## config.mk

```make
export PLATFORM = sky130hd
export DESIGN_NAME = mac_seq_ctrl_flat
export DESIGN_NICKNAME = d
export VERILOG_FILES = /design/src/rtl/mac_seq_pkg.sv /design/src/rtl/mac_seq_if.sv /design/src/rtl/mac_seq_agen.sv /design/src/rtl/mac_seq_ctrl.sv /design/src/flat_wrapper.sv
export SDC_FILE = /design/constraint.sdc
export NUM_CORES = 1
export LEC_CHECK = 0
export CAP_MARGIN = 20
export CORE_AREA = 2 2 223 225
export CTS_BUF_LIST = sky130_fd_sc_hd__clkbuf_16
export CTS_CLUSTER_DIAMETER = 40
export DETAILED_ROUTE_END_ITERATION = 10
export DIE_AREA = 0 0 225 227
export SETUP_SLACK_MARGIN = 0.15
export SYNTH_ARGS = -nofsm -noshare
export SYNTH_HDL_FRONTEND = slang
export SYNTH_SLANG_ARGS = --single-unit
```

## constraint.sdc

```tcl
create_clock -name clk -period 3.8 [get_ports clk]
set_input_delay 0.76 -clock clk [delete_from_list [all_inputs] [get_ports clk]]
set_output_delay 0.76 -clock clk [all_outputs]
set_load 0.01 [all_outputs]
```

## src/rtl/mac_seq_pkg.sv

```systemverilog
// Shared types and constants for the MAC lane sequencer.
package mac_seq_pkg;

   localparam int ACC_W  = 32;  // lane accumulator width
   localparam int DATA_W = 8;   // activation / weight element width

   typedef enum logic [2:0] {
      ST_IDLE,
      ST_CLEAR,
      ST_LOAD,
      ST_DRAIN,
      ST_HOLD
   } mac_seq_state_e;

endpackage

```

## src/rtl/mac_seq_if.sv

```systemverilog
// Command, buffer-read, lane-control and result signals of the MAC sequencer.
// slave: the sequencer itself; master: the surrounding datapath / command source.
interface mac_seq_if #(
   parameter int N_MAC  = 8,
   parameter int ADDR_W = 10,
   parameter int K_W    = 10
);
   logic                  start;
   logic [K_W-1:0]        k_len;
   logic [ADDR_W-1:0]     act_base;
   logic [ADDR_W-1:0]     wgt_base;
   logic                  busy;
   logic                  act_rd_en;
   logic                  wgt_rd_en;
   logic [ADDR_W-1:0]     act_rd_addr;
   logic [ADDR_W-1:0]     wgt_rd_addr;
   logic                  mac_clr;
   logic                  mac_en;
   logic [N_MAC*32-1:0]   mac_acc;
   logic                  res_valid;
   logic                  res_ready;
   logic [N_MAC*32-1:0]   res_data;

   modport slave (
      input  start, k_len, act_base, wgt_base, mac_acc, res_ready,
      output busy, act_rd_en, wgt_rd_en, act_rd_addr, wgt_rd_addr,
             mac_clr, mac_en, res_valid, res_data
   );

   modport master (
      output start, k_len, act_base, wgt_base, mac_acc, res_ready,
      input  busy, act_rd_en, wgt_rd_en, act_rd_addr, wgt_rd_addr,
             mac_clr, mac_en, res_valid, res_data
   );
endinterface

```

## src/rtl/mac_seq_agen.sv

```systemverilog
// Address generator shared by the activation and weight buffers: latches the
// command, steps a common element index and flags the last index.
module mac_seq_agen #(
   parameter int ADDR_W = 10,
   parameter int K_W    = 10
) (
   input  logic              clk,
   input  logic              rst,
   input  logic              load,
   input  logic              adv,
   input  logic [K_W-1:0]    k_len,
   input  logic [ADDR_W-1:0] act_base,
   input  logic [ADDR_W-1:0] wgt_base,
   output logic [ADDR_W-1:0] act_addr,
   output logic [ADDR_W-1:0] wgt_addr,
   output logic              last,
   output logic              k_zero
);
   logic [K_W-1:0]    k_reg;
   logic [K_W-1:0]    idx_reg;
   logic [ADDR_W-1:0] act_base_reg;
   logic [ADDR_W-1:0] wgt_base_reg;

   // Latch the command on acceptance, then advance the index once per issued read.
   always_ff @(posedge clk or posedge rst) begin
      if (rst) begin
         k_reg        <= '0;
         idx_reg      <= '0;
         act_base_reg <= '0;
         wgt_base_reg <= '0;
      end else if (load) begin
         k_reg        <= k_len;
         idx_reg      <= '0;
         act_base_reg <= act_base;
         wgt_base_reg <= wgt_base;
      end else if (adv) begin
         idx_reg      <= idx_reg + K_W'(1);
      end
   end

   // Addresses wrap silently modulo 2^ADDR_W.
   assign act_addr = act_base_reg + ADDR_W'(idx_reg);
   assign wgt_addr = wgt_base_reg + ADDR_W'(idx_reg);
   assign last     = (idx_reg == k_reg - K_W'(1));
   assign k_zero   = (k_reg == '0);
endmodule

```

## src/rtl/mac_seq_ctrl.sv

```systemverilog
// Sequencer for the weight-stationary INT8 MAC lane array.
// Optional build macro: MAC_SEQ_RELU_EN fuses a ReLU into the result port.
module mac_seq_ctrl
   import mac_seq_pkg::*;
#(
   parameter int N_MAC  = 8,
   parameter int ADDR_W = 10,
   parameter int K_W    = 10
) (
   input  logic     clk,
   input  logic     rst,
   mac_seq_if.slave bus
);
   mac_seq_state_e    state_reg, state_next;
   logic              rd_en_dly_reg;
   logic              rd_en;
   logic              load;
   logic              mac_clr_c;
   logic              res_valid_c;
   logic [ADDR_W-1:0] act_addr, wgt_addr;
   logic              last, k_zero;

   mac_seq_agen #(.ADDR_W(ADDR_W), .K_W(K_W)) u_agen (
      .clk      (clk),
      .rst      (rst),
      .load     (load),
      .adv      (rd_en),
      .k_len    (bus.k_len),
      .act_base (bus.act_base),
      .wgt_base (bus.wgt_base),
      .act_addr (act_addr),
      .wgt_addr (wgt_addr),
      .last     (last),
      .k_zero   (k_zero)
   );

   // State register.
   always_ff @(posedge clk or posedge rst) begin
      if (rst) state_reg <= ST_IDLE;
      else     state_reg <= state_next;
   end

   // Read enable delayed one cycle so mac_en lines up with the buffer read data.
   always_ff @(posedge clk or posedge rst) begin
      if (rst) rd_en_dly_reg <= 1'b0;
      else     rd_en_dly_reg <= rd_en;
   end

   // Next-state and per-state controls.
   always_comb begin
      state_next  = state_reg;
      rd_en       = 1'b0;
      load        = 1'b0;
      mac_clr_c   = 1'b0;
      res_valid_c = 1'b0;
      case (state_reg)
         ST_IDLE: begin
            if (bus.start) begin
               load       = 1'b1;
               state_next = ST_CLEAR;
            end
         end
         ST_CLEAR: begin
            mac_clr_c = 1'b1;
            if (k_zero) begin
               state_next = ST_HOLD;
            end else begin
               rd_en      = 1'b1;
               state_next = last ? ST_DRAIN : ST_LOAD;
            end
         end
         ST_LOAD: begin
            rd_en = 1'b1;
            if (last) state_next = ST_DRAIN;
         end
         ST_DRAIN: begin
            state_next = ST_HOLD;
         end
         ST_HOLD: begin
            res_valid_c = 1'b1;
            if (bus.res_ready) state_next = ST_IDLE;
         end
         default: state_next = ST_IDLE;
      endcase
   end

   assign bus.busy        = (state_reg != ST_IDLE);
   assign bus.act_rd_en   = rd_en;
   assign bus.wgt_rd_en   = rd_en;
   assign bus.act_rd_addr = rd_en ? act_addr : '0;
   assign bus.wgt_rd_addr = rd_en ? wgt_addr : '0;
   assign bus.mac_clr     = mac_clr_c;
   assign bus.mac_en      = rd_en_dly_reg;
   assign bus.res_valid   = res_valid_c;

   // Result lanes follow mac_acc combinationally while valid and read as zero
   // otherwise, so the port is 0 during and after reset.
   generate
      for (genvar gi = 0; gi < N_MAC; gi++) begin : g_lane
         logic [ACC_W-1:0] lane;
         assign lane = bus.mac_acc[gi*ACC_W +: ACC_W];
`ifdef MAC_SEQ_RELU_EN
         assign bus.res_data[gi*ACC_W +: ACC_W] =
            (res_valid_c && !lane[ACC_W-1]) ? lane : '0;
`else
         assign bus.res_data[gi*ACC_W +: ACC_W] = res_valid_c ? lane : '0;
`endif
      end
   endgenerate
endmodule

```

## src/flat_wrapper.sv

```systemverilog
// flat-port wrapper written by rule: the top's interface ports become plain ports
module mac_seq_ctrl_flat import mac_seq_pkg::*;
#(
   parameter int N_MAC  = 8,
   parameter int ADDR_W = 10,
   parameter int K_W    = 10
)
  (clk, rst, bus_start, bus_k_len, bus_act_base, bus_wgt_base, bus_mac_acc, bus_res_ready, bus_busy, bus_act_rd_en, bus_wgt_rd_en, bus_act_rd_addr, bus_wgt_rd_addr, bus_mac_clr, bus_mac_en, bus_res_valid, bus_res_data);
  mac_seq_if #(.N_MAC(N_MAC), .ADDR_W(ADDR_W), .K_W(K_W)) bus_i ();
  input  logic clk;
  input  logic rst;
  input wire logic [$bits(bus_i.start)-1:0] bus_start;
  input wire logic [$bits(bus_i.k_len)-1:0] bus_k_len;
  input wire logic [$bits(bus_i.act_base)-1:0] bus_act_base;
  input wire logic [$bits(bus_i.wgt_base)-1:0] bus_wgt_base;
  input wire logic [$bits(bus_i.mac_acc)-1:0] bus_mac_acc;
  input wire logic [$bits(bus_i.res_ready)-1:0] bus_res_ready;
  output wire logic [$bits(bus_i.busy)-1:0] bus_busy;
  output wire logic [$bits(bus_i.act_rd_en)-1:0] bus_act_rd_en;
  output wire logic [$bits(bus_i.wgt_rd_en)-1:0] bus_wgt_rd_en;
  output wire logic [$bits(bus_i.act_rd_addr)-1:0] bus_act_rd_addr;
  output wire logic [$bits(bus_i.wgt_rd_addr)-1:0] bus_wgt_rd_addr;
  output wire logic [$bits(bus_i.mac_clr)-1:0] bus_mac_clr;
  output wire logic [$bits(bus_i.mac_en)-1:0] bus_mac_en;
  output wire logic [$bits(bus_i.res_valid)-1:0] bus_res_valid;
  output wire logic [$bits(bus_i.res_data)-1:0] bus_res_data;
  assign bus_i.start = bus_start;
  assign bus_i.k_len = bus_k_len;
  assign bus_i.act_base = bus_act_base;
  assign bus_i.wgt_base = bus_wgt_base;
  assign bus_i.mac_acc = bus_mac_acc;
  assign bus_i.res_ready = bus_res_ready;
  assign bus_busy = bus_i.busy;
  assign bus_act_rd_en = bus_i.act_rd_en;
  assign bus_wgt_rd_en = bus_i.wgt_rd_en;
  assign bus_act_rd_addr = bus_i.act_rd_addr;
  assign bus_wgt_rd_addr = bus_i.wgt_rd_addr;
  assign bus_mac_clr = bus_i.mac_clr;
  assign bus_mac_en = bus_i.mac_en;
  assign bus_res_valid = bus_i.res_valid;
  assign bus_res_data = bus_i.res_data;
  mac_seq_ctrl #(.N_MAC(N_MAC), .ADDR_W(ADDR_W), .K_W(K_W)) u_core (.clk(clk), .rst(rst), .bus(bus_i));
endmodule
```

# After elaboration in Yosys (flattened, before gate mapping)
# Cells that the tools add are included.
totals:
  register_bits: 44
  inputBits: 290
  output_inout_bits: 282
classes:
  add_sub_neg: 4
  eq_ne: 8
  mux: 24
  reduce_logical: 5
op_table:
  columns: ["cell", "count"]
  rows:
  - ["two-way mux 32 bit", 8]
  - ["two-way mux 10 bit", 4]
  - ["adder 10 bit", 2]
  - ["one-hot mux 3 bit (5 select lines)", 1]
  - ["two-way mux 3 bit", 4]
  - ["adder 10 x 1 -> 10 bit (second input constant)", 1]
  - ["== test 10 bit", 1]
  - ["logical NOT 10 bit", 1]
  - ["subtractor 10 x 1 -> 10 bit (second input constant)", 1]
  - ["== test 3 x 2 -> 1 bit (second input constant)", 2]
  - ["two-way mux 1 bit", 6]
  - ["!= test 2 bit (second input constant)", 2]
  - ["== test 3 x 1 -> 1 bit (second input constant)", 1]
  - ["== test 3 bit (second input constant)", 1]
  - ["logical NOT 3 bit", 1]
  - ["AND reduction 3 bit", 1]
  - ["nonzero test 3 bit", 1]
  - ["!= test 2 x 1 -> 1 bit (second input constant)", 1]
  - ["one-hot mux 1 bit (2 select lines)", 1]
  - ["nonzero test 2 bit", 1]

# Depth between registers and ports, before layout
# Gate-level depths: netlist of run 1.
logic_depth:
  depth_word: 5
  mapped_depth: 11

# Modules after synthesis
# A second synthesis of run 1 with hierarchy kept.
hier_totals:
  cells_unflattened: 595
  area_unflattened_um2: 4835.9
modules_own_cells:
  columns: ["module", "n_inst", "cells_each", "area_each_um2", "seq_area_each_um2"]
  rows:
  - ["mac_seq_agen", 1, 265, 2687.6, 1001.0]
  - ["mac_seq_ctrl", 1, 330, 2148.3, 100.1]

# Worst setup path after synthesis of run 1
# OpenSTA, ideal clock, no wires.
synth_timing:
  kind: "register -> output"
  start: "reg u_core.u_agen.idx_reg[0]"
  end: "out bus_wgt_rd_addr[8]"
  arrival_time_ns: 2.459
  required_ns: 3.040
  path_slack_ns: 0.581
  stages_incl_launch_ff: 9
  path_buffers: 0
  path_cell_list: "dfrtp_1 ha_1 fa_1 a21o_1 a21oi_1 o21bai_1 a2111o_1 and3_1 nor3_1"
synth_between:
  elab_chain_cells: 2
synth_lines:
  columns: ["element", "line_no", "rtl"]
  rows:
  - ["from (decl)", "mac_seq_agen.sv:20", "logic [K_W-1:0] idx_reg;"]
  - ["from (signal assigned)", "mac_seq_agen.sv:37", "idx_reg <= idx_reg + K_W'(1);"]
  - ["adder 10 bit", "mac_seq_agen.sv:43", "assign wgt_addr = wgt_base_reg + ADDR_W'(idx_reg);"]
  - ["two-way mux 10 bit", "mac_seq_ctrl.sv:91", "assign bus.wgt_rd_addr = rd_en ? wgt_addr : '0;"]
  - ["to (decl)", "flat_wrapper.sv:22", "output wire logic [$bits(bus_i.wgt_rd_addr)-1:0] bus_wgt_rd_addr;"]
# No other way between the ends.

# Final worst setup path of run 1
layout_timing:
  start: "reg u_core.u_agen.idx_reg[1]"
  end: "out bus_act_rd_addr[7]"
layout_between:
  elab_chain_cells: 2
layout_lines:
  columns: ["element", "line_no", "rtl"]
  rows:
  - ["adder 10 bit", "mac_seq_agen.sv:42", "assign act_addr = act_base_reg + ADDR_W'(idx_reg);"]
  - ["two-way mux 10 bit", "mac_seq_ctrl.sv:90", "assign bus.act_rd_addr = rd_en ? act_addr : '0;"]
  - ["to (decl)", "flat_wrapper.sv:21", "output wire logic [$bits(bus_i.act_rd_addr)-1:0] bus_act_rd_addr;"]
# No other way between the ends.

==> metrics.md, run 1 <==
| Metric | Value |
|---|---|
| Synth top area share | 0.3401 |
| Global-route usage over all layers | 0.1740 |
| CTS clk-pin slew, worst paths | 0.06 ns |
| Total gr overflow | 0 |
| Port Buffer Count | 571 |
| Top-count cell post-synth | and2_1 |
| Ports | 572 |
| Clock skew | 0.006984 ns |
| Syn Area/Cell | 8.217 sq um |
| Simple-gate share of the synthesized area | 0.4333 |
| Synth cell count leaders | and2_1 (260), dfrtp_1 (44), clkbuf_1 (29) |
| Slew margin rel. | 0.5649 |
| Cells after synthesis | 582 |
| Fill cells | 5286 |
| Root buffer cell | clkbuf_16 |
| Leakage power | 4.416 nW |
| RR Startpoint | u_core.u_agen.k_reg[0] |
| Critical path type | register to output pin |
| Final Hold Fails | 0 |
| Clock latency on the worst-skew pair | 0.29 ns |
| Vias in the first global route | 6387 |
| Die W | 225 um |
| Maximum number of pins on one net before global-route repair | 167 |
| Remaining DRCs | 0 |
| Synth cell types | 55 |
| Hold path start | u_core.state_reg[2] |
| Worst slew pin tran | 0.6527 ns |
| Via count | 6439 |
| Sequential fraction of the synthesis area | 0.2302 |
| Worst hold endpoint | u_core.state_reg[0] |
| Max FO, Critical Path | 5 |
| Max-cap violations | 0 |
| Max Root-Sink Buffers | 2 |
| Synth Area in Compound Gates | 0.09105 |
| TritonCTS buffer count | 5 |
| Post-synthesis mux area share | 0.07012 |
| Num rows | 81 |
| Hold Path Class | register to register |
| H-tree Lvls | 2 |
| Synth Cell Area | 0.004782 sq mm |
| FF-to-FF End | u_core.state_reg[0] |
| Top cells by area, synth | and2_1 (34%), dfrtp_1 (23%), mux2_2 (6.6%), ha_1 (5.5%), xnor2_1 (3.8%) |
| Synth Area in XOR/XNOR | 0.05495 |
| Grt met1 use | 0.2110 |
| WP data required | 3.04 ns |
| Yosys reg bits | 44 |
| Hold Path Stages | 1 |
| Routed wire length | 47820 um |
| Initial Utilization | 0.09851 |
| Cell taking the most area after synthesis | and2_1 |
| Final net count | 1446 |
| Synth Net Count | 895 |
| TritonCTS clock tree | yes |
| Startpoint Class | register |
| DIE AREA | 0.05108 sq mm |
| Minimum clock period | 3.667 ns |
| R2R setup slack | 1.50 ns |
| Adder and majority gate portion of the synthesized area | 0.06332 |
| RePlAce Congestion | 0.8450 |
| Die height | 227 um |
| P per Cell Area | 450.2 mW/mm^2 |
| Initial antenna violation count | 32 |
| YS warnings | 0 |
| Area Growth Syn to Fin | 139.2% |
| Setup TNS | 0 ns |
| Grt met3 use | 0.1808 |
| Period utilization | 0.9651 |
| Final setup violation count | 0 |
| Outcome | finished clean |
| Post-DR wirelength/cell | 27.06 um |
| Final Max Tran Viols | 0 |
| Layout cell share with drive strength beyond 1 | 0.07319 |
| DR iter-0 viols | 229 |
| Drt pass-1 iters | 4 |
| Met2 Usage GRT | 0.2099 |
| Most used DFF post-synth | dfrtp_1 |
| Max Clock Freq | 0.2727 GHz |
| EDFF count, synth | 0 |
| Setup crit end kind | output pin |
| Core ar. | 0.04855 sq mm |
| Synth async-reset ratio | 1.000 |
| CP arrival | 2.91 ns |
| GR peak layer | met1 |
| Main combinational cell family by area after synthesis | simple AND/OR/NAND/NOR gates |
| Reg2Reg Depth | 8 |
| DP HPWL | 42430 um |
| Unrepaired setup endpoints after global routing | true |
| CTS Sinks | 44 |
| First-pass GRT wire length | 58950 um |
| Final ANT Viol Nets | 0 |
| Vias per std cell | 3.644 |
| VDD IR max | 0.3640 mV |
| Hold WS | 0.4872 ns |
## placed cells by master (no fill, tap or decap), types with 3 or more instances in the layout
master	count
a211o_1	3
a21o_1	8
a21oi_1	12
a21oi_2	3
a31oi_1	3
and2_1	260
and3_1	3
buf_4	14
clkbuf_16	5
clkdlybuf4s50_1	566
dfrtp_1	43
diode_2	11
ha_1	19
inv_1	13
mux2_2	28
nand2_1	8
nand2b_1	6
nand3_1	5
nor2_1	23
nor3_1	7
nor3_2	3
nor4_1	4
o21ai_0	8
o21bai_1	4
or3_1	4
xnor2_1	21
xor2_1	9
## what timing repair did
action                                  in CTS  in global routing
hold buffers                                 0                  0
endpoints found under the setup margin       7                 16
gates resized for setup                     16                 10
gates cloned                                 0                  0
pin swaps                                    3                  6
buffers inserted                             0                  2
## metrics by stage
step                        util  instances  total power, mW  area (sq um)  setup slack (ns)
after CTS                 0.2342       1753            5.161         11370          0.008283
final                     0.2356       1767            5.149         11440            0.1327
after floorplan                -        582            2.655          4782            0.5807
after global routing      0.2351       1758            5.498         11410           0.04521
after global placement    0.2303       1745            4.605         11180           -0.1280
after detailed placement  0.2303       1745            4.617         11180           -0.1481
## final cells by class
cell class / instances / area, sq um / share of cell area
clock buffer: 5 / 125.1 / 0.01094
sequential: 44 / 1102 / 0.09638
timing repair buffer: 587 / 5851 / 0.5115
tap: 622 / 778.2 / 0.06805
multi-input combinational: 481 / 3460 / 0.3025
inverter: 14 / 55.05 / 0.004813
clock inverter: 3 / 38.79 / 0.003391
antenna: 11 / 27.53 / 0.002407
## routing by layer
layer	share of wire	wire length, um	vias to the layer above
met2	0.36	17000	357
li1	-	-	3012
met5	0.0041	197	-
met3	0.22	10420	47
met4	0.011	548	32
met1	0.41	19660	2991
## logic make-up after synthesis
group           count (synthesis)
compound gates                 59
xor+xnor                       30
mux                            30
flops                          44
buf+inv                        57
fa+ha+maj                      23
simple gates                  339
## critical path: stages (launching register included)
cell,delay (ns)
dfrtp_1,0.46
ha_1,0.32
a21o_1,0.16
a21oi_1,0.21
o21bai_1,0.12
a21o_1,0.21
a31oi_1,0.22
mux2i_1,0.30
clkdlybuf4s50_1,0.61
## report_power, final
part	switching (mW)	internal, mW	total (mW)
logic	1.81	1.95	3.76
registers	0.226	0.669	0.895
clock network	0.188	0.307	0.495
total	2.22	2.93	5.15
## worst max path at each step
stage                             startpoint            endpoint  slack, ns  cells after the start
global route        u_core.u_agen.idx_reg[1]  bus_act_rd_addr[7]       0.05                      8
floorplan           u_core.u_agen.idx_reg[0]  bus_wgt_rd_addr[8]       0.58                      8
detailed placement  u_core.u_agen.idx_reg[0]  bus_wgt_rd_addr[8]      -0.15                      9
finish              u_core.u_agen.idx_reg[1]  bus_act_rd_addr[7]       0.13                      8
global placement    u_core.u_agen.idx_reg[0]  bus_wgt_rd_addr[8]      -0.13                      9
CTS                 u_core.u_agen.idx_reg[0]  bus_wgt_rd_addr[8]      0.008                      9
(Power assumes the default switching activity.)
==> inputs of run 2 (changes only) <==
Settings changed: CTS_CLUSTER_SIZE set to 8.
==> results of run 2 <==
Same layout as run 1: the final DEF is identical, and so are final timing and power.
